--- src/rtl/exp_env_pkg.sv ---
// Shared definitions for the ROM-to-RAM copy and RAM read-back environments.
// Keeps FSM encoding and RAM geometry identical on both sides of the RAM.
package exp_env_pkg;

  localparam int ENV_DEPTH  = 16;
  localparam int ENV_ADDR_W = 4;
  localparam int ENV_DATA_W = 8;
  localparam int ENV_RD_LAT = 2;

  typedef enum logic [1:0] {
    IDLE,
    ISSUE,
    DRAIN,
    DONE
  } state_t;

endpackage

--- src/rtl/ram_read_delay.sv ---
// RD_LAT-stage shift register carrying {valid, addr} alongside a RAM read,
// so the tail lines up with the cycle the RAM returns that word.
module ram_read_delay #(
  parameter int RD_LAT = 2,
  parameter int ADDR_W = 4
) (
  input  logic              clk,
  input  logic              rst,
  input  logic              in_valid,
  input  logic [ADDR_W-1:0] in_addr,
  output logic              tail_valid,
  output logic [ADDR_W-1:0] tail_addr,
  output logic              pending
);

  logic [RD_LAT-1:0] vld;
  logic [ADDR_W-1:0] adr [RD_LAT];

  always_ff @(posedge clk or posedge rst) begin
    if (rst) begin
      vld <= '0;
      for (int i = 0; i < RD_LAT; i++) begin
        adr[i] <= '0;
      end
    end else begin
      vld[0] <= in_valid;
      adr[0] <= in_addr;
      for (int i = 1; i < RD_LAT; i++) begin
        vld[i] <= vld[i-1];
        adr[i] <= adr[i-1];
      end
    end
  end

  assign tail_valid = vld[RD_LAT-1];
  assign tail_addr  = adr[RD_LAT-1];
  assign pending    = |vld;

endmodule

--- src/rtl/ram_read_env.sv ---
// RAM read-back engine: bursts DEPTH sequential reads on start, returns each
// word with its address and a running checksum, then pulses done.
module ram_read_env
  import exp_env_pkg::*;
#(
  parameter int DEPTH  = ENV_DEPTH,
  parameter int ADDR_W = ENV_ADDR_W,
  parameter int DATA_W = ENV_DATA_W,
  parameter int RD_LAT = ENV_RD_LAT
) (
  input  logic              clk,
  input  logic              rst,
  input  logic              start_sig,
  output logic              done_sig,
  output logic              read_en,
  output logic [ADDR_W-1:0] ram_addr,
  input  logic [DATA_W-1:0] ram_data,
  output logic              data_valid,
  output logic [DATA_W-1:0] data_out,
  output logic [ADDR_W-1:0] data_addr,
  output logic [DATA_W-1:0] checksum
);

  localparam logic [ADDR_W-1:0] LAST = ADDR_W'(DEPTH - 1);

  state_t            state_q;
  state_t            state_d;
  logic              tail_valid;
  logic [ADDR_W-1:0] tail_addr;
  logic              pending;
  logic              launch;

  ram_read_delay #(
    .RD_LAT (RD_LAT),
    .ADDR_W (ADDR_W)
  ) u_dly (
    .clk        (clk),
    .rst        (rst),
    .in_valid   (read_en),
    .in_addr    (ram_addr),
    .tail_valid (tail_valid),
    .tail_addr  (tail_addr),
    .pending    (pending)
  );

  assign launch = (state_q == IDLE) && start_sig;

  always_ff @(posedge clk or posedge rst) begin
    if (rst) begin
      state_q <= IDLE;
    end else begin
      state_q <= state_d;
    end
  end

  always_comb begin
    state_d = state_q;
    unique case (state_q)
      IDLE:  if (start_sig) state_d = ISSUE;
      ISSUE: if (ram_addr == LAST) state_d = DRAIN;
      DRAIN: if (!pending) state_d = DONE;
      DONE:  state_d = IDLE;
      default: state_d = IDLE;
    endcase
  end

  // Read side: strobe/address follow the next state so they are registered.
  always_ff @(posedge clk or posedge rst) begin
    if (rst) begin
      read_en  <= 1'b0;
      ram_addr <= '0;
      done_sig <= 1'b0;
    end else begin
      read_en  <= (state_d == ISSUE);
      done_sig <= (state_d == DONE);
      if (launch) begin
        ram_addr <= '0;
      end else if (state_q == ISSUE && state_d == ISSUE) begin
        ram_addr <= ram_addr + 1'b1;
      end
    end
  end

  always_ff @(posedge clk or posedge rst) begin
    if (rst) begin
      data_valid <= 1'b0;
      data_out   <= '0;
      data_addr  <= '0;
      checksum   <= '0;
    end else begin
      data_valid <= tail_valid;
      if (tail_valid) begin
        data_out  <= ram_data;
        data_addr <= tail_addr;
      end
      if (launch) begin
        checksum <= '0;
      end else if (tail_valid) begin
        checksum <= checksum + ram_data;
      end
    end
  end

endmodule

--- config.mk ---
export PLATFORM = sky130hd
export DESIGN_NAME = ram_read_env
export DESIGN_NICKNAME = d
export VERILOG_FILES = /design/src/rtl/exp_env_pkg.sv /design/src/rtl/ram_read_delay.sv /design/src/rtl/ram_read_env.sv
export SDC_FILE = /design/constraint.sdc
export NUM_CORES = 1
export LEC_CHECK = 0
export CAP_MARGIN = 0
export CORE_ASPECT_RATIO = 1.4
export CORE_MARGIN = 5
export CORE_UTILIZATION = 44
export CTS_BUF_LIST = sky130_fd_sc_hd__clkbuf_8 sky130_fd_sc_hd__clkbuf_16
export CTS_CLUSTER_SIZE = 40
export DETAILED_ROUTE_END_ITERATION = 10
export GPL_TIMING_DRIVEN = 0
export PLACE_DENSITY_LB_ADDON = 0.25
export SYNTH_ARGS = -nofsm -noshare
export SYNTH_HDL_FRONTEND = slang
export SYNTH_SLANG_ARGS = --single-unit
--- constraint.sdc ---
create_clock -name clk -period 2.1 [get_ports clk]
set_input_delay 0.21 -clock clk [delete_from_list [all_inputs] [get_ports clk]]
set_output_delay 0.21 -clock clk [all_outputs]
set_load 0.05 [all_outputs]
* Word level (Yosys, flattened, before mapping)
Index checks and enable logic that the tools add are counted.
** Word-level totals
- Register bits :: 39
- Input bits :: 11
- Output and inout port bits :: 27
** Cells by class
- Add/sub/neg operators :: 2
- Equality and inequality tests :: 6
- Multiplexer cells :: 8
- Reduce and logical (&&, ||, !) cells :: 6
** Operator list (number)
- 8-bit 2-to-1 mux :: 2
- 8-bit adder :: 1
- 4-bit 2-to-1 mux :: 2
- 2-bit case mux with 4 select lines :: 1
- 2-bit equality test, second input constant :: 3
- 2-bit 2-to-1 mux :: 3
- 4-bit by 1-bit adder with 4-bit output, second input constant :: 1
- 2-bit by 1-bit equality test with 1-bit output, second input constant :: 2
- 4-bit equality test, second input constant :: 1
- 2-bit nonzero test :: 2
- 1-bit logical AND :: 2
- 2-bit logical NOT :: 1
- 2-bit OR reduction :: 1

* Longest topological paths before layout
Gate-level depths: netlist of the first run.
- Word-level depth :: 7
- Depth in mapped cells :: 7
- Mapped depth without buffers :: 7

* By module
From an unflattened synthesis of the first run, not the netlist that was laid out.
** Unflattened totals
- Cells, all modules :: 141
- Area, all modules :: 1770.4 um^2
** Modules (own cells, without submodules)
- ram_read_env :: times used 1, cells each 125, area each 1480.2 um^2, sequential area each 725.7 um^2
- ram_read_delay :: times used 1, cells each 16, area each 290.3 um^2, sequential area each 250.2 um^2

* Least setup slack after synthesis of the first run
OpenSTA, ideal clock, no wires.
- Kind :: register to register
- From :: reg checksum[0]
- To :: reg checksum[6]
- Arrival time :: 2.198 ns
- Path slack :: -0.222 ns
- Stages on the path, launching flop included :: 8
- Period minus slack after synthesis :: 2.322 ns
- Path through :: dfrtp_1 > ha_1 > fa_1 > a21o_2 > a21oi_1 > a2bb2oi_1 > nor4b_1 > a211o_1
** On the way
- Longest elaborated chain between the ends :: 3
** Ends and longest elaborated chain
- start: declaration :: RTL line ram_read_env.sv:21 : output logic [DATA_W-1:0] checksum
- start signal: assignment :: RTL line ram_read_env.sv:99 : checksum <= checksum + ram_data;
- 8-bit adder :: RTL line ram_read_env.sv:99
- 8-bit 2-to-1 mux :: RTL line ram_read_env.sv:98 : end else if (tail_valid) begin
- 8-bit 2-to-1 mux :: RTL line ram_read_env.sv:96 : if (launch) begin
No other way between the ends. The select of a mux whose other input is x is not followed.
A chain may end at the register's enable or synchronous reset.

* Worst setup path in the final report of the first run
Same ends and word-level chain as after synthesis.

==> results of run 1 <==
-- cell usage after synthesis (all sizes together) (2+ instances only) --
master,number
a21o,2
a211oi,2
nand2b,4
dfrtp,39
xor2,3
buf,3
inv,3
mux2i,6
mux2,12
nor2,11
a21oi,5
nor2b,3
o21ai,5
nand3,2
ha,8
xnor2,4
nand2,7
-- stage by stage --
stage / instance area (um^2) / power, uW / TNS [ns] / setup WS, ns
2_1_floorplan: 1720 / 2810 / 0 / 0.00243
3_3_place_gp: 2140 / 3400 / -0.239 / -0.230
3_5_place_dp: 2140 / 3480 / -0.362 / -0.286
4_1_cts: 2250 / 4050 / 0 / 0.0428
5_1_grt: 2250 / 4250 / 0 / 0.000565
6_report: 2250 / 4010 / 0 / 0.0453
-- flip-flops by register name (all words and copies together) (netlist names) --
name,count
u_dly.tail_addr,4
state_q,2
u_dly.adr,4
data_out,8
data_addr,4
data_valid,1
done_sig,1
checksum,8
read_en,1
ram_addr,4
u_dly.vld,2
-- kinds of logic (layout without fill, tap and decap cells) --
| family | after synthesis | count (layout) | synth area share |
|---|---|---|---|
| AO/OA/AOI/OAI | 20 | 20 | 0.0812 |
| XOR/XNOR | 7 | 7 | 0.0362 |
| adder cells (fa/ha/maj) | 9 | 9 | 0.0709 |
| buffers and inverters | 7 | 52 | 0.0192 |
| flip-flops | 39 | 39 | 0.576 |
| multiplexers | 18 | 18 | 0.115 |
| AND/OR/NAND/NOR | 34 | 34 | 0.102 |
-- worst paths after layout --
check	startpoint	end	slack, ns
hold / removal	u_dly.adr[5]	u_dly.tail_addr[1]	0.35
max in group asynchronous	rst	checksum[0]	1.16
min in group asynchronous	rst	data_addr[2]	0.39
hold reg to reg	u_dly.adr[5]	u_dly.tail_addr[1]	0.35
setup reg to reg	checksum[0]	checksum[6]	0.05
setup / recovery	checksum[0]	checksum[6]	0.05
-- cells in the final DEF (no fill, tap or decap), types with 2 or more instances in the layout --
cell type	netlist	final
sky130_fd_sc_hd__clkdlybuf4s50_1	0	37
sky130_fd_sc_hd__mux2_2	12	12
sky130_fd_sc_hd__nor2b_1	3	3
sky130_fd_sc_hd__nand2b_1	4	4
sky130_fd_sc_hd__nand2_1	7	7
sky130_fd_sc_hd__xor2_1	3	3
sky130_fd_sc_hd__nand3_1	2	2
sky130_fd_sc_hd__ha_1	8	7
sky130_fd_sc_hd__a211oi_1	2	2
sky130_fd_sc_hd__mux2i_1	6	6
sky130_fd_sc_hd__nor2_1	11	11
sky130_fd_sc_hd__buf_2	2	2
sky130_fd_sc_hd__clkbuf_8	0	6
sky130_fd_sc_hd__xnor2_1	4	4
sky130_fd_sc_hd__a21oi_1	4	3
sky130_fd_sc_hd__a21o_2	2	2
sky130_fd_sc_hd__o21ai_0	5	5
sky130_fd_sc_hd__inv_1	3	2
sky130_fd_sc_hd__dfrtp_1	39	38
-- cell type report --
class / count / share of cell area
Multi-Input combinational cell: 88 / 0.320
Timing Repair Buffer: 37 / 0.165
Tap cell: 42 / 0.0233
Sequential cell: 39 / 0.434
Buffer: 4 / 0.00945
Clock inverter: 2 / 0.00723
Inverter: 3 / 0.00500
Clock buffer: 6 / 0.0367
-- power by group through the flow --
stage | logic [uW] | clock network (uW) | registers (uW)
2_1_floorplan | 834 | 0 | 1980
3_3_place_gp | 2140 | 0 | 1260
3_5_place_dp | 2190 | 0 | 1290
4_1_cts | 2220 | 552 | 1280
5_1_grt | 2340 | 589 | 1320
6_report | 2200 | 534 | 1270
-- routing by layer --
metal  track usage  share of wire  vias to the layer above
met1         0.156           0.41                      615
li1              -              -                      560
met3        0.0446          0.042                        4
met4        0.0637          0.015                        0
met5             0              0                        -
met2         0.239           0.53                       31
==> results.rst, run 1 <==
.. list-table::
   :header-rows: 1

   * - Metric
     - Value
   * - Syn. warnings
     - 0
   * - Worst hold path class
     - reg -> reg
   * - Post-layout instance count excluding filler cells
     - 221
   * - Worst-margin pin slew
     - 0.789 ns
   * - Number of remaining DRC errors
     - 0
   * - Level count of the clock H-tree
     - 2
   * - Footprint of the flip-flops and latches
     - 977 um^2
   * - Worst reg-to-reg path cell count
     - 7
   * - Max stage delay on crit path
     - 0.43 ns
   * - Number of hold-repair buffers added at the cts stage
     - 0
   * - Filler cells
     - 320
   * - Switching power share of the total
     - 0.452
   * - Count of flip-flops with a built-in enable after synthesis
     - 0
   * - Count of cells resized by post-cts repair
     - 2
   * - Leading area contributor after synthesis
     - sky130_fd_sc_hd__dfrtp_1
   * - Grt ovf
     - 0
   * - Flip-flop and latch count after synthesis
     - 39
   * - Post-synth design cell area
     - 1700 um^2
   * - Total die area
     - 5210 um^2
   * - Static leakage power
     - 0.000994 uW
   * - Die span in y
     - 83.4 um
   * - Clock root cell
     - sky130_fd_sc_hd__clkbuf_8
   * - Power per Cell Area
     - 1780 nW/um^2
   * - Worst Setup Path Type
     - reg -> reg
   * - Share of the core filled with cells in the final layout
     - 0.612
   * - TritonCTS clock tree
     - yes
   * - Count of input and output buffers
     - 37
   * - Layout area overhead
     - 32.8%
   * - Clock network fraction of design power
     - 0.133
   * - Critical-path cell with the highest stage delay
     - sky130_fd_sc_hd__dfrtp_2
   * - Initial standard-cell utilization of the core
     - 0.461
   * - Relative contribution of sequential cells to total power
     - 0.318
   * - Gate count after technology mapping
     - 134
   * - Max Cap Violations
     - 0
   * - Global-route wire length before repair
     - 5880 um
   * - Maximum achievable frequency
     - 0.487 GHz
   * - Kind of start point of the critical path
     - flop
   * - Sw Pwr
     - 1810 uW
   * - # nets final
     - 198
   * - Initial antenna violation count
     - 0
   * - Setup violation total in the final timing report
     - 0
   * - Mean cell area of the mapped netlist
     - 12.7 um^2
   * - TritonCTS sink count
     - 39
   * - Number of vias after detailed routing
     - 1,210
   * - Cell family with the largest share of critical-path delay
     - compound AO/OA/AOI/OAI gates
   * - Clock slew at the register clock pins of the worst setup and hold paths
     - 0.08 ns
   * - GRT Resource Usage Total
     - 0.140
   * - Maximum buffer depth of the clock tree
     - 2
   * - Largest net degree at the start of global routing
     - 40
   * - Number of setup buffers added after CTS
     - 0
   * - Number of routed nets with antenna violations
     - 0
   * - Share of the cycle needed by the critical path after routing
     - 0.978
   * - Sequential fraction of the synthesis area
     - 0.576
   * - Worst-case vdd ir drop
     - 0.00101 V
   * - Post-detailed-route wirelength per cell
     - 15.6 um
   * - Diodes inserted
     - 0
   * - Status
     - finished, final reports clean
   * - GP Congestion
     - 0.797
   * - Time the worst path needs with I/O delays and setup
     - 2.05 ns
   * - Final number of hold-violating endpoints
     - 0
   * - Worst hold margin
     - 0.353 ns
   * - IO Pins
     - 38
   * - Dpl hpwl
     - 2500 um
   * - Category of the worst setup path capture point
     - flop
   * - Levels on crit path
     - 7
   * - Chip width
     - 62.5 um
   * - Internal power
     - 2200 uW
   * - Fraction of synthesized cell area taken by the top area cell type
     - 0.576
   * - Max-slew headroom at the worst pin
     - 0.473
   * - Worst Path Max Fanout
     - 3
   * - Number of buffers added by the clock tree synthesis step
     - 5
   * - Syn_nets
     - 154
   * - Detailed Route WL
     - 3440 um
   * - Later-pin clock latency in the skew report
     - 0.29 ns
   * - Vias in the first global route
     - 1,272
   * - Core region area
     - 3680 um^2
   * - Arrival time at the worst endpoint
     - 2.23 ns
   * - Area of combinational cells with multiple inputs
     - 719 um^2
   * - DRT Pass-1 Iters
     - 4
   * - Relative contribution of combinational cells to total power
     - 0.549
   * - Min-Delay Path Depth
     - 0
   * - Ratio of routed vias to standard cells
     - 5.48
   * - Synth cell types
     - 34
   * - Cell chain of the critical path
     - ha_4 -> fa_2 -> a21o_2 -> a21oi_4 -> a2bb2oi_2 -> nor4b_1 -> a211o_1
   * - Final-report max-slew violation count
     - 0
   * - Share of cells above drive strength 1
     - 0.184
   * - Async set-reset flop share out of synthesis
     - 1.00
   * - Cell total after placement
     - 213
   * - Top cells by area, synth
     - sky130_fd_sc_hd__dfrtp_1 (58%), sky130_fd_sc_hd__mux2_2 (8.0%), sky130_fd_sc_hd__ha_1 (5.9%)
   * - Critical path required time
     - 2.28 ns
   * - Number of DRC violations after detailed-routing iteration 0
     - 41
   * - Combined buffer and inverter count along the critical path
     - 0
   * - Ys flop type
     - sky130_fd_sc_hd__dfrtp_1
   * - Unrepaired setup endpoints after global routing
     - false
   * - Worst-case clock skew
     - 0.00588 ns
   * - Site Rows
     - 26
Power figures use the tool's default switching activity.
==> inputs of run 2 (changes only) <==
Settings changed: CAP_MARGIN 0 to 20, CORE_UTILIZATION 44 to 35.
==> run 2 against run 1 <==
Worst hold slack got worse by 0.0034 ns; non-clock buffer count did not move; routed wire length rose by 1.5%; clock power rose by 18%; maximum frequency rose by 1.5%; combinational power barely moved; cell count rose by 10%; clock skew barely moved; via count fell by 2.1%; critical path type unchanged.
==> results.rst, run 2 (synthesis gave the netlist of run 1 again) <==
.. list-table::
   :header-rows: 1

   * - Metric
     - Value
   * - Critical-path cell with the highest stage delay
     - sky130_fd_sc_hd__dfrtp_2
   * - GRT Resource Usage Total
     - 0.123
   * - Max stage delay on crit path
     - 0.44 ns
   * - Number of DRC violations after detailed-routing iteration 0
     - 19
   * - Number of routed nets with antenna violations
     - 0
   * - Vias in the first global route
     - 1,221
   * - Clock slew at the register clock pins of the worst setup and hold paths
     - 0.07 ns
   * - Number of vias after detailed routing
     - 1,185
   * - Total power
     - 4090 uW
   * - Static leakage power
     - 0.00101 uW
   * - Detailed Route WL
     - 3490 um
   * - Max-slew headroom at the worst pin
     - 0.479
   * - Level count of the clock H-tree
     - 2
   * - Worst Path Max Fanout
     - 3
   * - Time the worst path needs with I/O delays and setup
     - 2.03 ns
   * - Initial standard-cell utilization of the core
     - 0.356
   * - Most used cells in the layout excluding fill and tap cells
     - sky130_fd_sc_hd__dfrtp_1 (38), sky130_fd_sc_hd__clkdlybuf4s50_1 (37), sky130_fd_sc_hd__mux2_2 (12), sky130_fd_sc_hd__nor2_1 (11)
   * - Critical path required time
     - 2.28 ns
   * - Number of remaining DRC errors
     - 0
   * - Ratio of routed vias to standard cells
     - 4.88
   * - Global Route met2 Usage
     - 0.203
   * - Later-pin clock latency in the skew report
     - 0.29 ns
   * - Initial antenna violation count
     - 0
   * - Peak-usage layer in the global routing report
     - met2
   * - Maximum achievable frequency
     - 0.494 GHz
   * - Worst-margin pin slew
     - 0.780 ns
   * - Final-report max-slew violation count
     - 0
   * - Share of cells above drive strength 1
     - 0.184
   * - Post-layout instance count excluding filler cells
     - 243
   * - Grt ovf
     - 0
   * - Dpl hpwl
     - 2670 um
   * - Category of the worst setup path capture point
     - flop
   * - Unrepaired setup endpoints after global routing
     - false
   * - Cell chain of the critical path
     - ha_4 -> fa_2 -> a21o_2 -> a21oi_4 -> a2bb2oi_2 -> nor4b_1 -> a211o_1
   * - Share of the cycle needed by the critical path after routing
     - 0.964
   * - IO Pins
     - 38
   * - Setup violation total in the final timing report
     - 0
   * - Max Cap Violations
     - 0
   * - Number of setup buffers added after CTS
     - 0
   * - # nets final
     - 198
   * - Met3 demand-to-capacity share in global routing
     - 0.0461
   * - Number of hold-repair buffers added at the cts stage
     - 0
   * - Largest net degree at the start of global routing
     - 40
   * - Worst-case clock skew
     - 0.00563 ns
   * - Final number of hold-violating endpoints
     - 0
   * - Worst hold path class
     - reg -> reg
   * - Global-route wire length before repair
     - 5750 um
   * - Filler cells
     - 448
   * - Clock root cell
     - sky130_fd_sc_hd__clkbuf_8
   * - Power per Cell Area
     - 1780 nW/um^2
   * - Worst-case vdd ir drop
     - 0.000705 V
   * - Number of buffers added by the clock tree synthesis step
     - 5
   * - GP Congestion
     - 0.817
   * - Layout area overhead
     - 35.5%
   * - Most common cell after layout, fill and taps aside
     - sky130_fd_sc_hd__dfrtp_1
   * - Count of input and output buffers
     - 37
   * - Largest regs
     - checksum: 8 flops, data_out: 8 flops
   * - Count of cells resized by post-cts repair
     - 0
   * - TritonCTS sink count
     - 39
   * - Global routing usage on met1
     - 0.131
   * - Die span in y
     - 92.4 um
   * - Status
     - finished, final reports clean
   * - Site Rows
     - 30
   * - Kind of start point of the critical path
     - flop
   * - Worst Setup Path Type
     - reg -> reg
   * - TritonCTS clock tree
     - yes
   * - Total die area
     - 6360 um^2
   * - Maximum buffer depth of the clock tree
     - 2
   * - Cell total after placement
     - 235
   * - Diodes inserted
     - 0
   * - Arrival time at the worst endpoint
     - 2.20 ns
   * - Chip width
     - 68.8 um
   * - Core region area
     - 4770 um^2
   * - DRT Pass-1 Iters
     - 2
   * - Post-detailed-route wirelength per cell
     - 14.4 um
[run 2: area by class of cell]
| type | count | area [um^2] | area share |
|---|---|---|---|
| sequential | 39 | 977 | 0.425 |
| timing repair buffer | 37 | 370 | 0.161 |
| tap | 64 | 80.1 | 0.0349 |
| inverter | 3 | 11.3 | 0.00490 |
| clock inverter | 2 | 35.0 | 0.0153 |
| buffer | 4 | 21.3 | 0.00926 |
| multi-input combinational | 88 | 719 | 0.313 |
| clock buffer | 6 | 82.6 | 0.0359 |
[run 2: per-layer routing]
layer  up-vias  share of wire  wire [um]
met5         -              0          0
met4         0          0.020         71
met3         9          0.063        219
met2        33           0.53       1850
met1       583           0.39       1350
li1        560              -          -
[run 2: worst max-delay path, delay by kind of cell, from the launching register on]
family,cells,cell delay (ns)
AO/OA/AOI/OAI,4,0.88
adder cells (fa/ha/maj),2,0.52
flip-flops,1,0.44
AND/OR/NAND/NOR,1,0.07
[run 2: path summary, 6_finish.rpt]
check | slack [ns] | cells after the start | end | start
setup / recovery | 0.07 | 7 | checksum[6] | checksum[0]
hold / removal | 0.35 | 0 | u_dly.tail_addr[0] | u_dly.adr[4]
setup reg to reg | 0.07 | 7 | checksum[6] | checksum[0]
hold reg to reg | 0.35 | 0 | u_dly.tail_addr[0] | u_dly.adr[4]
max in group asynchronous | 1.18 | 2 | checksum[0] | rst
min in group asynchronous | 0.39 | 2 | data_addr[3] | rst
[run 2: report_power, final]
| group | switching (uW) | internal, uW |
|---|---|---|
| registers | 211 | 1060 |
| clock network | 246 | 384 |
| logic | 1320 | 863 |
[run 2: metrics by stage]
step | util | area [um^2] | TNS (ns) | setup WS (ns) | hold WS (ns)
2_1_floorplan | - | 1720 | 0 | 0.00243 | 0.331
3_3_place_gp | 0.455 | 2170 | -0.268 | -0.236 | 0.331
3_5_place_dp | 0.455 | 2170 | -0.387 | -0.285 | 0.336
4_1_cts | 0.480 | 2290 | 0 | 0.000575 | 0.352
5_1_grt | 0.482 | 2300 | 0 | 0.000747 | 0.358
6_report | 0.482 | 2300 | 0 | 0.0748 | 0.349
==> inputs of run 3 (changes only) <==
Settings changed: ABC_CLOCK_PERIOD_IN_PS from default to 2100.
==> results of run 3 <==
Same layout as run 2: the final DEF is identical, and so are final timing and power.
